===== config.mk =====
export PLATFORM = sky130hd
export DESIGN_NAME = dnn_weight_loader_param
export DESIGN_NICKNAME = d
export VERILOG_FILES = /design/src/rtl/dnn_weight_loader_param.sv
export SDC_FILE = /design/constraint.sdc
export NUM_CORES = 1
export LEC_CHECK = 0
export ABC_AREA = 0
export CORE_AREA = 2 2 316 318
export CTS_BUF_LIST = sky130_fd_sc_hd__clkbuf_16
export DETAILED_ROUTE_END_ITERATION = 8
export DIE_AREA = 0 0 318 320
export PLACE_DENSITY = 0.56
export SLEW_MARGIN = 20
export SYNTH_ARGS = -nofsm -noshare
export SYNTH_HDL_FRONTEND = slang
export SYNTH_SLANG_ARGS = --single-unit

===== constraint.sdc =====
create_clock -name clk -period 5.3 [get_ports clk]
set_input_delay 1.06 -clock clk [delete_from_list [all_inputs] [get_ports clk]]
set_output_delay 1.06 -clock clk [all_outputs]
set_load 0.01 [all_outputs]

===== src/rtl/dnn_weight_loader_param.sv =====
// Parametrised DNN weight loader: fetches memory blocks and streams words into per-layer neuron weight registers.
// Latency: start -> mem_req next cycle; mem_ready -> first write_weight next cycle; one weight per cycle after that.
// Backpressure: weight_ready low holds weight_bus and all *_sel outputs stable. Optional checksum: DNN_WLD_CHECKSUM_EN.
module dnn_weight_loader_param #(
   parameter  int WORD_W    = 64,
   parameter  int BLK_WORDS = 8,
   parameter  int N_LAYERS  = 7,
   parameter  int NEURON_W  = 4,
   parameter  int WEIGHT_W  = 7,
   parameter  int ADDR_W    = 32,
   localparam int LSEL_W    = (N_LAYERS > 1) ? $clog2(N_LAYERS) : 1
) (
   input  logic                          clk,
   input  logic                          rst_n,
   input  logic                          start,
   input  logic [ADDR_W-1:0]             base_addr,
   input  logic [N_LAYERS*NEURON_W-1:0]  cfg_neurons,
   input  logic [N_LAYERS*WEIGHT_W-1:0]  cfg_weights,
   input  logic [WORD_W-1:0]             exp_sum,
   output logic                          mem_req,
   output logic [ADDR_W-1:0]             mem_addr,
   input  logic                          mem_ready,
   input  logic [BLK_WORDS*WORD_W-1:0]   mem_data,
   output logic [WORD_W-1:0]             weight_bus,
   output logic [LSEL_W-1:0]             layer_sel,
   output logic [NEURON_W-1:0]           neuron_sel,
   output logic [WEIGHT_W-1:0]           weight_sel,
   output logic                          write_weight,
   input  logic                          weight_ready,
   output logic                          busy,
   output logic                          done,
   output logic                          sum_err
);
   localparam int WCNT_W = $clog2(BLK_WORDS);

   typedef enum logic [2:0] {S_IDLE, S_REQ, S_WAIT, S_WRITE, S_DONE} state_t;

   state_t                         r_state, w_next;
   logic [N_LAYERS*NEURON_W-1:0]   r_cfg_n;
   logic [N_LAYERS*WEIGHT_W-1:0]   r_cfg_w;
   logic [ADDR_W-1:0]              r_addr;
   logic [BLK_WORDS*WORD_W-1:0]    r_buf;
   logic [WCNT_W-1:0]              r_word;
   logic [WEIGHT_W-1:0]            r_wcnt;
   logic [NEURON_W-1:0]            r_ncnt;
   logic [LSEL_W-1:0]              r_layer;

   logic [N_LAYERS-1:0]            w_lyr_ok, w_in_ok;
   logic                           w_nxt_found, w_in_found;
   logic [LSEL_W-1:0]              w_nxt_layer, w_in_layer;
   logic [NEURON_W-1:0]            w_cur_n;
   logic [WEIGHT_W-1:0]            w_cur_w;
   logic [WORD_W-1:0]              w_word;
   logic                           w_xfer, w_last_w, w_last_n, w_last_word;

   assign w_cur_n     = r_cfg_n[r_layer*NEURON_W +: NEURON_W];
   assign w_cur_w     = r_cfg_w[r_layer*WEIGHT_W +: WEIGHT_W];
   assign w_word      = r_buf[r_word*WORD_W +: WORD_W];
   assign w_xfer      = (r_state == S_WRITE) && weight_ready;
   assign w_last_w    = (r_wcnt == w_cur_w - 1'b1);
   assign w_last_n    = (r_ncnt == w_cur_n - 1'b1);
   assign w_last_word = (r_word == WCNT_W'(BLK_WORDS - 1));

   // A layer is loadable only if it has both neurons and weights; find first (from inputs) and next (from latched cfg)
   always_comb begin
      w_lyr_ok    = '0;
      w_in_ok     = '0;
      w_nxt_found = 1'b0;
      w_nxt_layer = '0;
      w_in_found  = 1'b0;
      w_in_layer  = '0;
      for (int i = 0; i < N_LAYERS; i++) begin
         w_lyr_ok[i] = (|r_cfg_n[i*NEURON_W +: NEURON_W]) && (|r_cfg_w[i*WEIGHT_W +: WEIGHT_W]);
         w_in_ok[i]  = (|cfg_neurons[i*NEURON_W +: NEURON_W]) && (|cfg_weights[i*WEIGHT_W +: WEIGHT_W]);
      end
      // descending scan so the lowest qualifying index wins
      for (int i = N_LAYERS - 1; i >= 0; i--) begin
         if (w_lyr_ok[i] && (i > int'(r_layer))) begin
            w_nxt_found = 1'b1;
            w_nxt_layer = LSEL_W'(i);
         end
         if (w_in_ok[i]) begin
            w_in_found = 1'b1;
            w_in_layer = LSEL_W'(i);
         end
      end
   end

   // State register
   always_ff @(posedge clk or negedge rst_n) begin
      if (!rst_n) r_state <= S_IDLE;
      else        r_state <= w_next;
   end

   // Next-state logic; a neuron always ends its block, so finishing one neuron re-requests
   always_comb begin
      w_next = r_state;
      case (r_state)
         S_IDLE:  if (start) w_next = w_in_found ? S_REQ : S_DONE;
         S_REQ:   w_next = S_WAIT;
         S_WAIT:  if (mem_ready) w_next = S_WRITE;
         S_WRITE: begin
            if (w_xfer) begin
               if (w_last_w) w_next = (!w_last_n || w_nxt_found) ? S_REQ : S_DONE;
               else if (w_last_word) w_next = S_REQ;
            end
         end
         S_DONE:  w_next = S_IDLE;
         default: w_next = S_IDLE;
      endcase
   end

   // Output decode from state and counters
   always_comb begin
      mem_req      = (r_state == S_REQ);
      write_weight = (r_state == S_WRITE);
      busy         = (r_state == S_REQ) || (r_state == S_WAIT) || (r_state == S_WRITE);
      done         = (r_state == S_DONE);
      weight_bus   = (r_state == S_WRITE) ? w_word : '0;
      mem_addr     = r_addr;
      layer_sel    = r_layer;
      neuron_sel   = r_ncnt;
      weight_sel   = r_wcnt;
   end

   // Configuration latch, block buffer, address and layer/neuron/weight/word counters
   always_ff @(posedge clk or negedge rst_n) begin
      if (!rst_n) begin
         r_cfg_n <= '0;
         r_cfg_w <= '0;
         r_addr  <= '0;
         r_buf   <= '0;
         r_word  <= '0;
         r_wcnt  <= '0;
         r_ncnt  <= '0;
         r_layer <= '0;
      end else begin
         case (r_state)
            S_IDLE: if (start) begin
               r_cfg_n <= cfg_neurons;
               r_cfg_w <= cfg_weights;
               r_addr  <= base_addr;
               r_word  <= '0;
               r_wcnt  <= '0;
               r_ncnt  <= '0;
               r_layer <= w_in_layer;
            end
            S_WAIT: if (mem_ready) begin
               r_buf  <= mem_data;
               r_word <= '0;
               r_addr <= r_addr + 1'b1;
            end
            S_WRITE: if (w_xfer) begin
               if (w_last_w) begin
                  r_wcnt <= '0;
                  if (!w_last_n) begin
                     r_ncnt <= r_ncnt + 1'b1;
                  end else begin
                     r_ncnt <= '0;
                     if (w_nxt_found) r_layer <= w_nxt_layer;
                  end
               end else begin
                  r_wcnt <= r_wcnt + 1'b1;
                  r_word <= r_word + 1'b1;
               end
            end
            default: ;
         endcase
      end
   end

`ifdef DNN_WLD_CHECKSUM_EN
   logic [WORD_W-1:0] r_sum;
   logic              r_err;

   // Modular sum of accepted words, compared against exp_sum when the load completes
   always_ff @(posedge clk or negedge rst_n) begin
      if (!rst_n) begin
         r_sum <= '0;
         r_err <= 1'b0;
      end else if ((r_state == S_IDLE) && start) begin
         r_sum <= '0;
         r_err <= 1'b0;
      end else if (w_xfer) begin
         r_sum <= r_sum + w_word;
      end else if (r_state == S_DONE) begin
         r_err <= (r_sum != exp_sum);
      end
   end

   assign sum_err = r_err;
`else
   logic w_unused_exp_sum;
   assign w_unused_exp_sum = ^exp_sum;
   assign sum_err          = 1'b0;
`endif

endmodule


* Word-level counts from Yosys, hierarchy flattened
Index checks and enable logic that the tools add are counted.
Storage, ports and cells: latch bits 0, register bits after elaboration 641, RAM bits 0, ROM bits 0, input bits 690, output and inout bits 115, memories 0
Cells by class: div/mod/pow operators 0, order comparisons 6, bitwise logic cells 0, multiply operators 1, $add $sub $neg 6, reduce and logical (&&, ||, !) cells 62, shifts and indexed selects 3, mux-type cells 58, equality and inequality tests 15
Operators with widths (count):
- $shiftx 512x10->64 | 1
- $reduce_or 7->1 | 13
- $mux 3 | 29
- $mux 32 | 2
- $mux 64 | 1
- $pmux 32 s2 | 1
- $reduce_or 4->1 | 13
- $shiftx 49x7->7 | 1
- $add 32x1->32 const B | 1
- $shiftx 28x6->4 | 1
- $mux 7 | 3
- $logic_and 1x1->1 | 20
- $mux 4 | 4
- $pmux 7 s2 | 1
- $mux 1 | 13
- $pmux 3 s4 | 1
- $gt 3x3->1 const A | 3
- $pmux 3 s3 | 1
- $ne 2x1->1 const B | 4
- $pmux 4 s2 | 1
- $reduce_and 4->1 | 2
- $add 7x1->7 const B | 1
- $eq 7x7->1 | 1
- $sub 7x1->7 const B | 1
- other kinds (22) | 32

* Logic depth before layout (Yosys ltp)
Gate-level depths: netlist of run 1.
word-level depth 14, depth in mapped cells 16

* Worst setup path after synthesis of run 1
Ideal clock, no wire load.
path type register to register, from register r_layer[1], in the netlist layer_sel[1], to register r_layer[1], in the netlist layer_sel[1], clock period less this slack 3.345 ns, data arrival time 3.217 ns, setup slack 1.955 ns, setup time 0.128 ns, buffers on the path 3, stages on the path, launching flop included 16, data required time 5.172 ns, cells stage by stage dfrtp_1 buf_6 buf_2 mux2i_1 o21ai_0 a21oi_1 ha_1 inv_1 a211oi_1 nand4_1 xnor2_1 a2111o_1 o31a_1 buf_6 nor2_4 mux2_1
Between the ends: cells in the longest elaborated chain, start to end 13, elaborated cells on any way between the ends 40
Ends and longest elaborated chain:
- from (decl) | line 46 | logic [LSEL_W-1:0] r_layer;
- from (signal assigned) | line 146 | r_layer <= w_in_layer;
- from (signal assigned) | line 160 | if (w_nxt_found) r_layer <= w_nxt_layer;
- parallel branches: the longest is 13 deep, another holds $sub 7x1->7
Parallel ways; which one is timed is not known. The select of a mux whose other input is x is not followed. A chain may end at the register's enable or synchronous reset.

* Final worst setup path of run 1
from register r_word[0], to output port weight_bus[27]
Between the ends: cells in the longest elaborated chain, start to end 2
Ends and longest elaborated chain:
- from (decl) | line 43 | logic [WCNT_W-1:0] r_word;
- from (signal assigned) | line 164 | r_word <= r_word + 1'b1;
- $shiftx 512x10->64 | line 58 | assign w_word = r_buf[r_word*WORD_W +: WORD_W];
- $mux 64 | line 119 | weight_bus = (r_state == S_WRITE) ? w_word : '0;
- to (decl) | line 24 | output logic [WORD_W-1:0] weight_bus,
Every way passes these cells.

==> metrics, run 1 <==
clk_lat worst skew=0.64 ns; cell area after synthesis=30000 um2; area leader, netlist=dfrtp_1; top cells by area, synth=dfrtp_1 (53%), mux2_2 (22%), mux4_2 (9.7%); CTS tree=done; CTS Buffer Depth=3; number of max-cap violations=0; TritonCTS Buffers=78; dpl ws=1.04 ns; RD Place Congestion=0.871; crit start category=flip-flop; Die Height=320 um; initial antenna violation count=38; Avg Synthesized Cell Area=14.2 um2; met2 Use GR=34.7%; grt ovf=0; post_cts resized=0; DRC=0; Layout Area Growth over Synthesis=38.4%; endpoints failing setup=0; clk_skew=around 0.020 ns; post-synth cell types=70; Yosys reg bits=641; cell total after placement=4053; die width=318 um; initial drt markers=1168; max frequency=0.223 GHz; most common cell in the netlist=dfrtp_1; status=completed; Mapped Nets=~2800; worst hold path type=in2async; Starting Density=30.7%; final WL=102000 um; Site Rows=115; critical path fanouts, max=25; CP endpoint kind=primary output; VDD IR max=323 uV; WP data arrival=3.42 ns; global-route wire length before repair=approximately 150000 um; post-route minimum period=4.48 ns; required time worst endpoint=roughly 4.2 ns; total iterations of the first detailed-routing run=5; via/cell ratio=5.02; Clock Pin Slew Worst Setup and Hold Paths=0.06 ns; PwrDens=~600 nW/um2; clk sink count=~640; post-synthesis cell count=about 2100; Slew Viols, Final=0; Final Cycle Share=84.5%; via count=approximately 21000; finished layout cell area=around 42000 um2; Clk Tree Root Cell=clkbuf_16; reg2reg path depth=13; crit path kind=reg2out; DIE AREA=just over 100000 um2; vias in the first global route=between 20000 and 25000; Leakage=16.5 nW; DR WL/cell=24.1 um; Buffers on Ports=~740; largest net degree at the start of global routing=around 110; global routing usage on met3=5.90%; final-report hold violation count=0; Post-synth top cells=dfrtp_1 (641), mux2_2 (592), mux4_2 (130); DP HPWL=approximately 76000 um; Ports=805; ys flop type=dfrtp_1; CORE AREA=98000 um2; Final Non-Filler Cells=approximately 4200; Tot GR Track Use=19.8%; RSZ-0062 raised after global routing=no; Routed Antenna Nets=0; post-synthesis async set-or-reset flop share=100%; dpl cell area=39100 um2; H-tree depth=3; setup ws final=about 0.82 ns; number of flops mapped to enable cells by yosys=0; Post-Route Setup TNS=0 ns; Post-CTS Hold Buffers=0; gr busiest metal=met2; Post-CTS Setup Bufs=0; worst slew pin tran=1.09 ns; post-synthesis sequential area ratio=a little over half; Synth top area share=a little over half; Slew headroom=25.7%; share of cells above drive strength 1=31.3%; GRT met1 Usage=between 20% and 30%; Nets=3543; YS warnings=0
[critical path: stages (launching register included)]
cell	delay [ns]
dfrtp_4	0.77
buf_4	0.56
mux4_2	0.59
mux2i_1	0.20
nor2_1	0.06
clkdlybuf4s50_1	0.54
[power by group]
part	internal (mW)	switching, mW
combinational	6.21	4.47
sequential	7.36	1.84
clock	3.01	2.18
[metal layers]
layer / part of all wire [%] / vias to the layer above / wire length, um
met1: 39 / 11000 / 39600
met3: 6.9 / 167 / 7000
met2: 51 / 613 / 52300
li1: - / 9381 / -
met4: 2.4 / 34 / 2450
met5: 0.21 / - / 217
[cell usage in the layout, fill, tap and decap left out, types with 21 or more instances in the layout]
master and count:
clkdlybuf4s50_1 738, dfrtp_1 638, mux2_2 592, mux4_2 130
nor2_1 120, mux2i_1 94, clkbuf_16 81, a21oi_1 76
nand2_1 46, buf_4 41, o21ai_0 36, inv_1 26
nor4_1 25, nand3_1 23, o22ai_1 22, diode_2 21
[worst paths after layout]
path                               from        endpoint  slack (ns)
setup / recovery              r_word[0]  weight_bus[27]        0.82
hold / removal                    rst_n     r_cfg_w[21]        0.49
setup reg to reg           layer_sel[0]    layer_sel[1]        0.99
hold reg to reg              r_buf[134]      r_buf[134]        0.50
max in group asynchronous         rst_n      r_buf[396]        3.57
min in group clk             r_buf[134]      r_buf[134]        0.50
[logic make-up (layout without fill, tap and decap cells)]
group                      count (synthesis)  count (layout)  share of synthesized area (%)
AOI/OAI and AO/OA                        191             191                           4.01
buffers and inverters                    152             948                           2.07
adders and majority gates                  7               7                          0.292
muxes                                    819             819                           35.2
other                                      1              22                         0.0125
xor gates and xnor gates                  14              14                          0.454
and+or+nand+nor                          288             288                           4.59
DFF                                      641             641                           53.4
[final cells by class]
type,count,area (um2)
fill,8944,56400
sequential,641,16100
multi-input combinational,1320,13400
timing repair buffer,793,7970
clock buffer,81,2030
tap,1287,1610
clock inverter,62,425
antenna,21,52.6
inverter,12,45.0
[flip-flops by register name, summed over array words and instances, names as in the netlist]
name,flops
r_cfg_w,49
layer_sel,3
r_buf,512
mem_addr,32
r_word,3
weight_sel,7
r_cfg_n,28
r_state,3
neuron_sel,4
[metrics by stage]
| step | hold slack (ns) | total power, mW | util [%] |
|---|---|---|---|
| floorplan | 0.475 | 15.5 | - |
| global placement | 0.484 | 19.7 | 39.9 |
| detailed placement | 0.491 | 20.1 | 39.9 |
| CTS | 0.481 | 25.4 | 42.4 |
| global route | 0.512 | 26.7 | 42.4 |
| finish | 0.491 | 25.1 | 42.4 |
No activity file was read; power rests on OpenSTA's default activity.
==> inputs of run 2 (changes only) <==
- PLACE_DENSITY: 0.56 -> 0.58
- clock period: 5.3 -> 3.65 ns (I/O delays scaled with it)
==> run 2 against run 1 <==
Compared with the run above: total power up 48%; combinational power is 54% higher; design area is 2.0% higher; cell count increased by 1.3%; sequential share of layout area shrank 0.76 points; setup slack worse by 0.69 ns; critical path type unchanged; largest cell class unchanged; largest power group unchanged; highest routed layer unchanged.
==> metrics, run 2 (synthesis gave the netlist of run 1 again) <==
status=completed; CP endpoint kind=primary output; RD Place Congestion=0.869; Site Rows=115; dpl cell area=around 39000 um2; largest net degree at the start of global routing=85; net load switching power=roughly 13 mW; Int Pwr=24.5 mW; DR WL/cell=24.2 um; WP data arrival=approximately 2.8 ns; most common cell after layout, fill and taps aside=clkdlybuf4s50_1; Die Height=around 320 um; DIE AREA=102000 um2; flop-to-flop setup slack=0.21 ns; Biggest register=r_buf; max frequency=0.284 GHz; Slew headroom=about two fifths; PwrDens=876 nW/um2; Buffers on Ports=739; Clk pwr share=20.4%; total power=37.2 mW; clk sink count=641; DP HPWL=around 77000 um; CTS tree=done; clk_lat worst skew=0.65 ns; Crit Reg-Reg Startpoint=layer_sel[1]; Post-CTS Hold Buffers=0; Starting Density=30.7%; initial drt markers=1214; CORE AREA=approximately 100000 um2; Ports=805; met3 wire len=6730 um; via count=21400; Routed Antenna Nets=0; RR Endpoint=neuron_sel[0]; area occupied by multi-input gates=13400 um2; Post-Route Setup TNS=0 ns; VDD IR max=471 uV; die width=approximately 320 um; Comb power frac=44.5%; Slew Viols, Final=0; via/cell ratio=around 5.0; grt ovf=0; TritonCTS Buffers=77; post-route minimum period=around 3.5 ns; final-report hold violation count=0; share of cells above drive strength 1=32.5%; worst slew pin tran=0.891 ns; register share of total power=35.1%; crit path kind=reg2out; Nets=3591; DRC=0; fillcell total=8928; critical path fanouts, max=9; crit start category=flip-flop; Layout Area Growth over Synthesis=41.2%; reg2reg path depth=14; Final Cycle Share=96.4%; max FFs per register=512; vias in the first global route=23200; Met2 Wirelength=about 52000 um; Top Layer Used=met5; most frequent cells in the layout=clkdlybuf4s50_1 (691), dfrtp_1 (636), mux2_2 (592); worst hold path type=in2async; required time worst endpoint=2.92 ns; Clk Tree Root Cell=clkbuf_16; H-tree depth=3; met1 wire length=40800 um; Tot GR Track Use=19.9%; final WL=around 100000 um; Clock Pin Slew Worst Setup and Hold Paths=0.05 ns; RSZ-0062 raised after global routing=no; number of max-cap violations=0; CTS Buffer Depth=3; Leakage=17.2 nW; global-route wire length before repair=between 150000 and 200000 um; initial antenna violation count=44; endpoints failing setup=0; total iterations of the first detailed-routing run=7; Sequential Area=16100 um2; sw frac=34.1%; finished layout cell area=roughly 42000 um2; clk_skew=0.0214 ns
[run 2: changes by cell type in the layout (fill, tap and decap cells not counted), sizes merged, moves of 7 or more]
cell and change:
buf +45, clkdlybuf4s50 -47, dlygate4sd2 +19, diode +7
dlymetal6s2s +25
[run 2: power groups by stage]
stage,Sequential [mW],Clock (mW),Combinational [mW]
after floorplan,12.2,0,10.3
after global placement,12.9,0,16.1
after detailed placement,13.2,0,16.4
after CTS,13.0,7.80,16.6
after global routing,13.5,8.11,17.7
final,13.1,7.57,16.5
[run 2: what timing repair did]
| item | in CTS | in global routing |
|---|---|---|
| resized for setup | 29 | 36 |
| setup endpoints to repair | 41 | 32 |
| endpoints found under the hold margin | 0 | 0 |
| setup buffers | 8 | 8 |
| cloned | 3 | 2 |
[run 2: area by class of cell]
cell class	instances	area share, %
antenna	28	0.165
clock buffer	78	4.60
clock inverter	64	1.26
inverter	12	0.106
multi-input combinational	1320	31.6
sequential	641	37.8
tap	1287	3.80
timing repair buffer	842	20.6
[run 2: worst max-delay path by stage]
| stage | start | endpoint | cells after the start |
|---|---|---|---|
| 2_1_floorplan | layer_sel[1] | layer_sel[1] | 15 |
| 3_3_place_gp | layer_sel[0] | layer_sel[1] | 13 |
| 3_5_place_dp | layer_sel[0] | neuron_sel[0] | 13 |
| 4_1_cts | r_word[0] | weight_bus[7] | 5 |
| 5_1_grt | r_word[0] | weight_bus[39] | 6 |
| 6_report | r_word[0] | weight_bus[6] | 5 |
[run 2: stage by stage]
step | utilization (%) | worst slack [ns] | hold slack (ns) | instances
2_1_floorplan | - | 0.305 | 0.434 | 2113
3_3_place_gp | 40.3 | 0.185 | 0.484 | 4081
3_5_place_dp | 40.3 | 0.187 | 0.491 | 4081
4_1_cts | 43.0 | -0.0318 | 0.0754 | 4234
5_1_grt | 43.3 | 0.000244 | 0.0821 | 4271
6_report | 43.3 | 0.131 | 0.0706 | 4272
[run 2: critical path, cell delays in order (launching register included)]
cell             delay, ns
dfrtp_4               0.50
buf_6                 0.21
mux4_2                0.67
mux2i_1               0.18
nor2_1                0.08
clkdlybuf4s50_1       0.50
[run 2: routing by layer]
layer	vias up	global-route usage [%]
li1	9482	-
met1	11000	23.6
met2	664	33.9
met3	184	5.81
met4	30	8.18
met5	-	0
==> inputs of run 3 (changes only) <==
- PLACE_DENSITY: 0.58 -> 0.56
- clock period: 3.65 -> 3.3 ns (I/O delays scaled with it)
==> run 3 against run 2 <==
Compared with the run above: register-to-register slack worse by 0.11 ns; critical endpoint is now weight_bus[3]; highest routed layer unchanged; clock-buffer cell count unchanged; hold slack better by 0.43 ns; cell count up 1.3%; setup slack worse by 0.090 ns; design area up 1.1%; combinational power up 13%; non-clock buffer count up 57; clock power up 13%; routed wire length about the same; sequential cell count unchanged; die area unchanged; largest cell class unchanged.
==> metrics, run 3 (synthesis gave the netlist of run 1 again) <==
register share of total power=34.7%; Comb power frac=44.7%; initial drt markers=1391; initial antenna violation count=48; max FFs per register=512; endpoints failing setup=0; CP endpoint kind=primary output; share of cells above drive strength 1=between 30% and 40%; required time worst endpoint=between 2 and 3 ns; Biggest register=r_buf; Leakage=17.3 nW; grt ovf=0; total iterations of the first detailed-routing run=5; RD Place Congestion=0.882; number of max-cap violations=0; worst hold path type=reg2reg; TritonCTS Buffers=between 70 and 80; H-tree depth=3; Nets=between 3000 and 4000; status=completed; Die Height=~320 um; RSZ-0062 raised after global routing=yes; largest net degree at the start of global routing=66; most common cell after layout, fill and taps aside=clkdlybuf4s50_1; total power=~42 mW; Int Pwr=about 27 mW; cell total after placement=4122; Clock Pin Slew Worst Setup and Hold Paths=0.06 ns; post-route minimum period=3.26 ns; Ports=805; DRC=0; final-report hold violation count=0; Slew headroom=26.3%; Clk pwr share=20.6%; VDD IR max=469 uV; via/cell ratio=approximately 5; final WL=103000 um; Final Cycle Share=about 99%; global-route wire length before repair=153000 um; WP data arrival=2.60 ns; max frequency=between 0.3 and 0.4 GHz; Layout Area Growth over Synthesis=42.8%; net load switching power=14.1 mW; critical path fanouts, max=6; CORE AREA=98000 um2; Routed Antenna Nets=0; via count=21500; Final Non-Filler Cells=4327; clk sink count=about 640; Tot GR Track Use=20.0%; Starting Density=a little under a third; dpl cell area=around 40000 um2; CTS Buffer Depth=3; DIE AREA=102000 um2; vias in the first global route=between 20000 and 25000; finished layout cell area=around 43000 um2; clk_lat worst skew=0.64 ns; DP HPWL=a little under 80000 um; DR WL/cell=23.9 um; die width=318 um; Site Rows=115; sw frac=between 30% and 40%; Post-Route Setup TNS=0 ns; most frequent cells in the layout=clkdlybuf4s50_1 (675), dfrtp_1 (636), mux2_2 (591); CTS tree=done; Slew Viols, Final=0; worst slew pin tran=between 1 and 1.5 ns; clk_skew=0.0277 ns; PwrDens=969 nW/um2; Clk Tree Root Cell=clkbuf_16; crit start category=flip-flop; Buffers on Ports=739; crit path kind=reg2out
==> run 3: cell count changes in the layout (fill, tap and decap cells not counted), moves of 5 or more <==
cell	change
buf_12	+13
buf_2	+23
buf_4	+40
clkbuf_2	+11
clkdlybuf4s15_1	+9
clkdlybuf4s50_1	-16
clkinv_1	-8
dlygate4sd2_1	-5
dlymetal6s2s_1	-25
==> run 3: layer usage <==
metal  vias to the layer above  GRT usage (%)  share of wire [%]
met5                         -              0               0.22
met3                       186           6.05                6.6
met4                        34           7.98                3.1
li1                       9603              -                  -
met2                       682           33.9                 50
met1                     11000           23.8                 40
==> run 3: critical path: stages, from the launching register on <==
cell,delay (ns)
dfrtp_4,0.47
buf_6,0.17
buf_8,0.15
mux4_2,0.50
mux2i_1,0.14
nor2_1,0.06
clkdlybuf4s50_1,0.48
==> run 3: final cells by class <==
type	count	area [um2]
fill	8865	55100
sequential	641	16100
multi-input combinational	1320	13500
timing repair buffer	899	9120
clock buffer	78	1950
tap	1287	1610
clock inverter	61	583
antenna	29	72.6
inverter	12	45.0
==> run 3: through the flow <==
| stage | setup slack [ns] | utilization (%) | hold slack (ns) |
|---|---|---|---|
| floorplan | 0.0178 | - | 0.364 |
| global placement | -0.00437 | 40.7 | 0.484 |
| detailed placement | -0.0398 | 40.7 | 0.491 |
| CTS | -0.135 | 43.6 | 0.504 |
| global route | -0.0990 | 43.8 | 0.510 |
| finish | 0.0409 | 43.8 | 0.500 |
==> run 3: power groups by stage <==
stage / combinational [mW] / clock (mW) / sequential, mW
global placement: 18.3 / 0 / 14.3
finish: 18.6 / 8.56 / 14.4
CTS: 18.7 / 8.84 / 14.4
global route: 20.0 / 9.19 / 14.9
detailed placement: 18.5 / 0 / 14.5
floorplan: 11.4 / 0 / 13.5
==> run 3: path summary, 6_finish.rpt <==
path	start	end	slack, ns	cells after the start
min	r_buf[199]	r_buf[199]	0.50	1
max	r_word[0]	weight_bus[3]	0.04	6
min reg2reg	r_buf[199]	r_buf[199]	0.50	1
max reg2reg	layer_sel[1]	layer_sel[1]	0.10	11
max in group asynchronous	rst_n	r_buf[220]	1.76	4
min in group asynchronous	rst_n	mem_addr[31]	0.57	2
==> run 3: timing repair <==
| action | CTS | global route |
|---|---|---|
| hold buffers | 1 | 0 |
| gates resized for setup | 183 | 42 |
| hold endpoints to repair | 42 | 0 |
| pin swaps | 1 | 10 |
| endpoints found under the setup margin | 66 | 50 |
| buffers inserted | 28 | 5 |
| gates cloned | 3 | 2 |
